File: config.mk
export PLATFORM = sky130hd
export DESIGN_NAME = slot_alloc
export DESIGN_NICKNAME = d
export VERILOG_FILES = /design/src/rtl/alloc_pkg.sv /design/src/rtl/prio_enc_n.sv /design/src/rtl/slot_alloc.sv
export SDC_FILE = /design/constraint.sdc
export NUM_CORES = 1
export LEC_CHECK = 0
export CORE_ASPECT_RATIO = 0.75
export CORE_MARGIN = 2
export CORE_UTILIZATION = 53
export DETAILED_ROUTE_END_ITERATION = 8
export PLACE_DENSITY_LB_ADDON = 0.25
export SYNTH_ARGS = -nofsm -noshare
export SYNTH_HDL_FRONTEND = slang
export SYNTH_HIERARCHICAL = 1
export SYNTH_SLANG_ARGS = --single-unit
File: constraint.sdc
create_clock -name clk -period 8 [get_ports clk]
set_clock_uncertainty 0.1 [all_clocks]
set_input_delay 0.8 -clock clk [delete_from_list [all_inputs] [get_ports clk]]
set_output_delay 0.8 -clock clk [all_outputs]
set_load 0.05 [all_outputs]
File: src/rtl/alloc_pkg.sv
// Shared constants for the slot allocator.
// Holds the default geometry (entries, alloc ports, free ports) and the
// slot-index type for that default geometry. Blocks with other geometries
// derive their own widths from their parameters.
package alloc_pkg;

  localparam int DEF_NUM_ENTRIES = 12;
  localparam int DEF_ALLOC_PORTS = 2;
  localparam int DEF_FREE_PORTS  = 2;
  localparam int DEF_IDX_W       = $clog2(DEF_NUM_ENTRIES);

  typedef logic [DEF_IDX_W-1:0] idx_t;

endpackage : alloc_pkg

File: src/rtl/prio_enc_n.sv
// Lowest-set-bit priority encoder.
// Ports:
//   vec   - input vector to scan
//   found - high when any bit of vec is set
//   idx   - index of the lowest set bit, 0 when found is low
module prio_enc_n
  import alloc_pkg::*;
#(
  parameter int N     = DEF_NUM_ENTRIES,
  parameter int IDX_W = (N > 1) ? $clog2(N) : 1
) (
  input  logic [N-1:0]     vec,
  output logic             found,
  output logic [IDX_W-1:0] idx
);

  // Scan from the top down so the last hit written is the lowest set bit.
  always_comb begin
    found = 1'b0;
    idx   = '0;
    for (int i = N - 1; i >= 0; i--) begin
      if (vec[i]) begin
        found = 1'b1;
        idx   = IDX_W'(i);
      end
    end
  end

endmodule : prio_enc_n

File: src/rtl/slot_alloc.sv
// Multi-port slot allocator over a busy bitmap.
// Each cycle, requesting alloc ports receive the lowest free slots in port
// order; free ports return slots to the pool on the next edge.
//
// Request/grant semantics: alloc_req[p] is a request, alloc_gnt[p] is a
// combinational answer in the same cycle. A slot is consumed exactly when
// alloc_req[p] && alloc_gnt[p] at a rising edge (and neither rst nor flush
// is high). There is no back-pressure on the free side: a free request is
// always accepted, and ignored if it names an out-of-range or already-free
// slot.
//
// Ports:
//   clk, rst     - clock, synchronous active-high reset
//   flush        - return every slot to free; blocks grants this cycle
//   alloc_req    - per-port allocation request
//   alloc_gnt    - per-port grant
//   alloc_idx    - granted slot per port, port p at [p*IDX_W +: IDX_W]; 0 if
//                  not granted
//   free_valid   - per-port free request
//   free_idx     - slot to free per port, port f at [f*IDX_W +: IDX_W]
//   free_count   - number of free slots (registered)
//   empty        - no slot in use
//   full         - no slot free
module slot_alloc
  import alloc_pkg::*;
#(
  parameter  int NUM_ENTRIES = DEF_NUM_ENTRIES,
  parameter  int ALLOC_PORTS = DEF_ALLOC_PORTS,
  parameter  int FREE_PORTS  = DEF_FREE_PORTS,
  localparam int IDX_W       = $clog2(NUM_ENTRIES),
  localparam int CNT_W       = $clog2(NUM_ENTRIES + 1)
) (
  input  logic                         clk,
  input  logic                         rst,
  input  logic                         flush,
  input  logic [ALLOC_PORTS-1:0]       alloc_req,
  output logic [ALLOC_PORTS-1:0]       alloc_gnt,
  output logic [ALLOC_PORTS*IDX_W-1:0] alloc_idx,
  input  logic [FREE_PORTS-1:0]        free_valid,
  input  logic [FREE_PORTS*IDX_W-1:0]  free_idx,
  output logic [CNT_W-1:0]             free_count,
  output logic                         empty,
  output logic                         full
);

  logic [NUM_ENTRIES-1:0] busy_q;
  logic [NUM_ENTRIES-1:0] base_avail;
  logic [NUM_ENTRIES-1:0] set_mask;
  logic [NUM_ENTRIES-1:0] clr_mask;
  logic [NUM_ENTRIES-1:0] busy_d;
  logic [CNT_W-1:0]       cnt_d;

  // Slots freed this cycle are still busy in busy_q, so they are never
  // offered for allocation until the following cycle.
  assign base_avail = flush ? '0 : ~busy_q;

  // Grant chain: each stage takes the lowest available slot and removes it
  // from the vector seen by the next port. A non-requesting port passes the
  // vector through untouched.
  for (genvar p = 0; p < ALLOC_PORTS; p++) begin : g_port
    logic [NUM_ENTRIES-1:0] avail_in;
    logic [NUM_ENTRIES-1:0] avail_out;
    logic                   found;
    logic [IDX_W-1:0]       enc_idx;
    logic                   gnt;

    if (p == 0) begin : g_head
      assign avail_in = base_avail;
    end else begin : g_tail
      assign avail_in = g_port[p-1].avail_out;
    end

    prio_enc_n #(
      .N     (NUM_ENTRIES),
      .IDX_W (IDX_W)
    ) u_enc (
      .vec   (avail_in),
      .found (found),
      .idx   (enc_idx)
    );

    assign gnt       = alloc_req[p] & found;
    assign avail_out = gnt ? (avail_in & ~(NUM_ENTRIES'(1) << enc_idx)) : avail_in;

    assign alloc_gnt[p]                 = gnt;
    assign alloc_idx[p*IDX_W +: IDX_W]  = gnt ? enc_idx : '0;
  end

  // Everything removed along the chain is what gets allocated.
  assign set_mask = base_avail & ~g_port[ALLOC_PORTS-1].avail_out;

  // Duplicate frees collapse into one bit; out-of-range indices are dropped.
  always_comb begin
    clr_mask = '0;
    for (int f = 0; f < FREE_PORTS; f++) begin
      if (free_valid[f] && (int'(free_idx[f*IDX_W +: IDX_W]) < NUM_ENTRIES)) begin
        clr_mask[free_idx[f*IDX_W +: IDX_W]] = 1'b1;
      end
    end
  end

  // set_mask only touches free slots and clr_mask only matters on busy ones,
  // so the two never fight over a bit.
  always_comb begin
    busy_d = '0;
    if (!flush) begin
      busy_d = (busy_q & ~clr_mask) | set_mask;
    end
  end

  always_comb begin
    cnt_d = '0;
    for (int i = 0; i < NUM_ENTRIES; i++) begin
      cnt_d = cnt_d + CNT_W'(!busy_d[i]);
    end
  end

  always_ff @(posedge clk) begin
    if (rst) begin
      busy_q     <= '0;
      free_count <= CNT_W'(NUM_ENTRIES);
    end else begin
      busy_q     <= busy_d;
      free_count <= cnt_d;
    end
  end

  // Decoded from the registered count, so they change on the same edge.
  assign empty = (free_count == CNT_W'(NUM_ENTRIES));
  assign full  = (free_count == '0);

endmodule : slot_alloc

# Word level (Yosys, flattened, before mapping)
# Index checks and enable logic that the tools add are counted.
# word_totals
word_cells	112
inputBits	15
register_bits	16
out_inout_bits	16
# op_classes
muxes	60
n_eq_ne	1
magnitude_cmp	6
shift	2
n_bitwise	13
addsub	11
reduce_logical	17
# op_table
cell	count
$mux 4	26
$mux 12	6
$not 12->12	5
$and 12x12->12	4
$add 4x1->4	8
$mux 1	26
$or 12x12->12	2
$shl 1x4->12 const A	2
$logic_not 1->1	12
$lt 4x5->1 const B	2
$demux 1 s4	2
$ge 4x1->1 const B	2
$lt 4x4->1 const B	2
$add 3x1->4	1
$eq 4x4->1 const B	1
$logic_and 1x1->1	4
$logic_not 4->1	1
$add 2x1->3	1
$add 1x1->2	1
$and 1x1->1	2

# Longest topological paths before layout
# logic_depth
ltp_word	50
depth_mapped	26
depth_no_buf	24

# Cells and area by module
# The synthesis kept the hierarchy.
# by_module_without_submodules
mod	seq_area_each_um2	cells_per_inst	area_each_um2	n_inst
slot_alloc	320.3	165	1507.7	1
prio_enc_n	0.0	22	128.9	2

# Worst setup path before layout
# OpenSTA, ideal clock, no wires.
# synth_path
path_type	input to register
from	input port flush
to	register free_count[2]
required_ns	7.783
t_arrival_ns	6.509
setup_time_ns	0.117
slack_ns	1.274
path_stages	25
cell_sequence	buf_2 buf_2 nor2_1 nor4_2 nand3_1 and4b_1 buf_6 a21boi_0 nor2_1 o31ai_1 a211oi_1 nor3_1 nor2b_1 a221oi_2 a211o_1 fa_1 inv_1 fa_1 fa_1 fa_1 inv_1 ha_1 fa_1 xnor2_1 nand2b_1
# synth_via
elab_cells_between_ends	86
cone_classes	11 x add/sub; 2 x shift; 52 x mux; 9 x bitwise; 12 x reduce/logical
# synth_rtl
item	line_no	source
start: declaration	slot_alloc.sv:35	input logic flush,
$mux 12 *	slot_alloc.sv:55	assign base_avail = flush ? '0 : ~busy_q;
named net base_avail[6]	slot_alloc.sv:47	logic [NUM_ENTRIES-1:0] base_avail;
$mux 1 * (7 in series)	prio_enc_n.sv:22	if (vec[i]) begin
named net g_port[0].found	slot_alloc.sv:63	logic found;
$and 1x1->1 *	slot_alloc.sv:82	assign gnt = alloc_req[p] & found;
$mux 12 *	slot_alloc.sv:83	assign avail_out = gnt ? (avail_in & ~(NUM_ENTRIES'(1) << enc_idx)) : avail_in;
named net g_port[0].avail_out[6]	slot_alloc.sv:62	logic [NUM_ENTRIES-1:0] avail_out;
$mux 4 * (7 in series)	prio_enc_n.sv:22	
named net g_port[1].enc_idx[1]	slot_alloc.sv:64	logic [IDX_W-1:0] enc_idx;
[... 6 more ...]	-	
$or 12x12->12 *	slot_alloc.sv:107	busy_d = (busy_q & ~clr_mask) | set_mask;
$mux 12 *	slot_alloc.sv:106	if (!flush) begin
$logic_not 1->1	slot_alloc.sv:114	cnt_d = cnt_d + CNT_W'(!busy_d[i]);
$add 1x1->2	slot_alloc.sv:114	
$add 2x1->3	slot_alloc.sv:114	
$add 3x1->4	slot_alloc.sv:114	
$add 4x1->4 (7 in series)	slot_alloc.sv:114	
$add 4x1->4 *	slot_alloc.sv:114	
end signal: assignment	slot_alloc.sv:121	free_count <= CNT_W'(NUM_ENTRIES);
end signal: assignment	slot_alloc.sv:124	free_count <= cnt_d;
end: declaration	slot_alloc.sv:41	output logic [CNT_W-1:0] free_count,
# The timed path passes the listed nets; every way through them passes the cells marked *.
# A chain may end at the register's enable or synchronous reset.

# Worst setup path after layout
# layout_path
from	input port flush
to	register free_count[2]
# layout_via
elab_cells_between_ends	86
cone_classes	11 x add/sub; 2 x shift; 52 x mux; 9 x bitwise; 12 x reduce/logical
# layout_rtl
item	line_no
$mux 12 *	slot_alloc.sv:55
named net base_avail[8]	slot_alloc.sv:47
$mux 1 * (9 in series)	prio_enc_n.sv:22
named net g_port[0].found	slot_alloc.sv:63
$and 1x1->1 *	slot_alloc.sv:82
$mux 12 *	slot_alloc.sv:83
named net g_port[0].avail_out[4]	slot_alloc.sv:62
$mux 4 * (5 in series)	prio_enc_n.sv:22
named net g_port[1].enc_idx[0]	slot_alloc.sv:64
[... 6 more ...]	-
$or 12x12->12 *	slot_alloc.sv:107
$mux 12 *	slot_alloc.sv:106
$logic_not 1->1	slot_alloc.sv:114
$add 1x1->2	slot_alloc.sv:114
$add 2x1->3	slot_alloc.sv:114
$add 3x1->4	slot_alloc.sv:114
$add 4x1->4 (7 in series)	slot_alloc.sv:114
$add 4x1->4 *	slot_alloc.sv:114
# Marked as above.

==> flow_summary.yaml <==
timing:
  hold_violations: 0
  setup-violations-final: 0
  fin_crit_sh_pct: 93.0
  max_freq_mhz: 134
  finalMaxSlewViolations: 0
  tightest_slew_ps: 573
  post-route-min-period_ps: 7440
  fin_ws_ps: 564
  final.setup.tns_ps: 0
  max_slew_margin_pct: 61.4
  rsz0062_at_grt: "false"
synth:
  synth_area_per_cell_um2: 8.45
  yosys-top-cells-area: "dfxtp_1 18%, a211oi_1 8.1%, fa_1 7.9%"
  synth_top_flop_cell: "dfxtp_1"
  synth.most_common_cell: "nor2_1"
  synth.largest_area_cell: "dfxtp_1"
  yosysSeqAreaShare_pct: 18.1
  ys_warn_count: 6
  synth.net_count: 235
  synth_top_cell_area_share_pct: 18.1
  syn_inst: 209
  syn_area_um2: 1770
  synth_commonest_cells: "22 x nor2_1, 19 x a211oi_1, 16 x dfxtp_1"
  synthArstFlopShare_pct: 0
  synth_edf_count: 0
  synth_cell_types: 41
  synth-seq-cells: 16
global_routing:
  busiest_layer: "met1"
  grt_max_degree: 14
  grt_use_met2_pct: 33.6
  use_met3_pct: 6.74
  first_global_vias: 1475
  grt_pass1_wl_mm: 7.40
  antenna_found_initial: 0
  use_met1_pct: 38.5
  grt_overflow: 0
  grt.total_usage_pct: 24.6
clock_network:
  cts_tree: "built"
  clkSlewWorstSetupHoldPaths_ps: 60
  clk_latency_ps: 250
  cts.sink_count: 16
  cts_root_buf: "clkbuf_8"
  htreeDepth: 1
  post-cts-setup-buffer-count: 0
  cts_inserted_buffers: 3
  cts_max_path_buffers: 2
die:
  core-area_um2: 3240
  initial_core_util_pct: 54.4
  dieArea_um2: 3810
  ios: 31
  dieHeight_um: 54.0
  rows: 18
  die-width_um: 70.6
final_layout:
  area_delta_synth_final_pct: 20.7
  nets: 264
  utilization_pct: 65.7
  num-fill-cells: 271
  num_antenna_cells: 0
  multi_input_area_um2: 1330
  regArea_um2: 320
  drive_above_1_share_pct: 11.8
  fin_cells: 277
placement:
  portBuffers: 30
  hpwl_mm: 3.60
  place_inst: 273
  place.gp.congestion: 0.966
  place_ws_ps: 187
worst_setup_path:
  slowest_delay_ps: 690
  cp_common_cell: "fa_1"
  worstSetupPathType: "input pin to flop"
  cp_cell_sequence: "clkdlybuf4s50_1 > nor2_1 > nor4_1 > nand3_1 > and4b_1 > a21boi_0 > nor3_1 > o21ai_1 > o21ai_1 > o31a_1 > nor2_1 > a221oi_2 > a211o_1 > fa_1 > inv_1 > fa_1 > fa_1 > fa_1 > inv_1 > ha_1 > fa_1 > xnor2_1 > nand2b_1"
  start_kind: "input pin"
  crit_arrival_ps: 7480
  crit_path_max_fanout: 13
  cp_slowest_cell: "clkdlybuf4s50_1"
  crit_family: "adder cells"
  required_ps: 8040
  endpoint_kind: "flop"
  crit_buf_inv: 3
drt:
  wl_per_cell_um: 16.3
  viasPerCell: 6.36
  drt.antenna.violating_nets: 0
  vias: 1761
  firstDrtPassIters: 5
  drt-total-wl_mm: 4.52
  drtIter0Drc: 206
  remaining_drc_errors: 0
power:
  vdd_drop_max_v: 0.000118
  leakage_nw: 0.771
  powerDensity_nw_per_um2: 155
hold_path:
  hp-class: "flop to flop"
run_status:
  status: "completed"
flow_run:
  cap_violations: 0
[worst reg2reg max path: stages, from the launching register on]
cell and delay (ps):
dfxtp_1 420, nor2_1 120, nor4_1 450, nand3_1 250, and4b_1 380, a21boi_0 520
nor3_1 80, o21ai_1 100, o21ai_1 80, o31a_1 310, nor2_1 300, a221oi_2 130
a211o_1 310, fa_1 550, inv_1 70, fa_1 500, fa_1 430, fa_1 500
inv_1 40, ha_1 200, fa_1 400, xnor2_1 170, nand2b_1 60
[worst paths after layout]
kind                  start            end  slack (ps)  cells past startpoint
hold reg to reg   busy_q[3]      busy_q[3]         440                      1
setup reg to reg  busy_q[8]  free_count[2]        1440                     22
hold / removal    busy_q[3]      busy_q[3]         440                      1
setup / recovery      flush  free_count[2]         560                     23
[sequential cells by signal, summed over array words and instances (netlist names)]
| signal | cells |
|---|---|
| busy_q | 12 |
| free_count | 4 |
[cells in the final DEF (no fill, tap or decap), types with 3 or more instances in the layout]
cell type / instances
nor4_2: 4
clkdlybuf4s50_1: 30
a21oi_1: 4
nand3b_1: 4
a211o_1: 8
and4b_1: 3
clkbuf_8: 4
o21ai_1: 4
buf_4: 3
a21boi_0: 11
a211oi_1: 19
nor2_1: 22
ha_1: 4
o22ai_1: 12
and3_1: 7
nor3_1: 4
dfxtp_1: 16
nor4_1: 3
fa_1: 7
nand2_1: 5
and2_1: 4
inv_1: 11
a221oi_2: 9
a221oi_1: 3
nand2b_1: 5
nor2b_1: 8
[cell families after synthesis]
kind of cell / Yosys count / synth area share (%)
compound gates: 76 / 35.1
xor+xnor: 1 / 0.496
fa+ha+maj: 11 / 10.8
buf+inv: 22 / 6.59
flops: 16 / 18.1
simple gates: 83 / 28.9
[where the power goes]
part / internal (W) / switching [W] / total [W]
registers: 0.0000866 / 0.00000563 / 0.0000922
clock network: 0.0000437 / 0.0000280 / 0.0000717
logic: 0.0000645 / 0.000102 / 0.000167
[stage by stage]
stage	hold slack, ps	area (um^2)	power [W]
floorplan	366	1770	0.000211
finish	440	2130	0.000331
CTS	434	2130	0.000330
global placement	425	2070	0.000256
detailed placement	423	2070	0.000259
global route	457	2130	0.000351
[metal layers]
metal,share of wire [%],wire [um],vias up
met3,9.4,423,4
met5,0,0,-
met2,39,1780,94
li1,-,-,867
met4,0.40,18,0
met1,51,2300,796
[area by class of cell]
class	count	area share, %
multi-input cells	171	62.6
repair buffers	33	15.1
flip-flops and latches	16	15.0
clock buffers	4	2.58
well taps	40	2.35
inverters	13	2.29
[repair_timing]
item                       CTS  global route
resized for setup            0             2
setup endpoints to repair    0             3
hold buffers                 0             0
(Power assumes the default switching activity.)
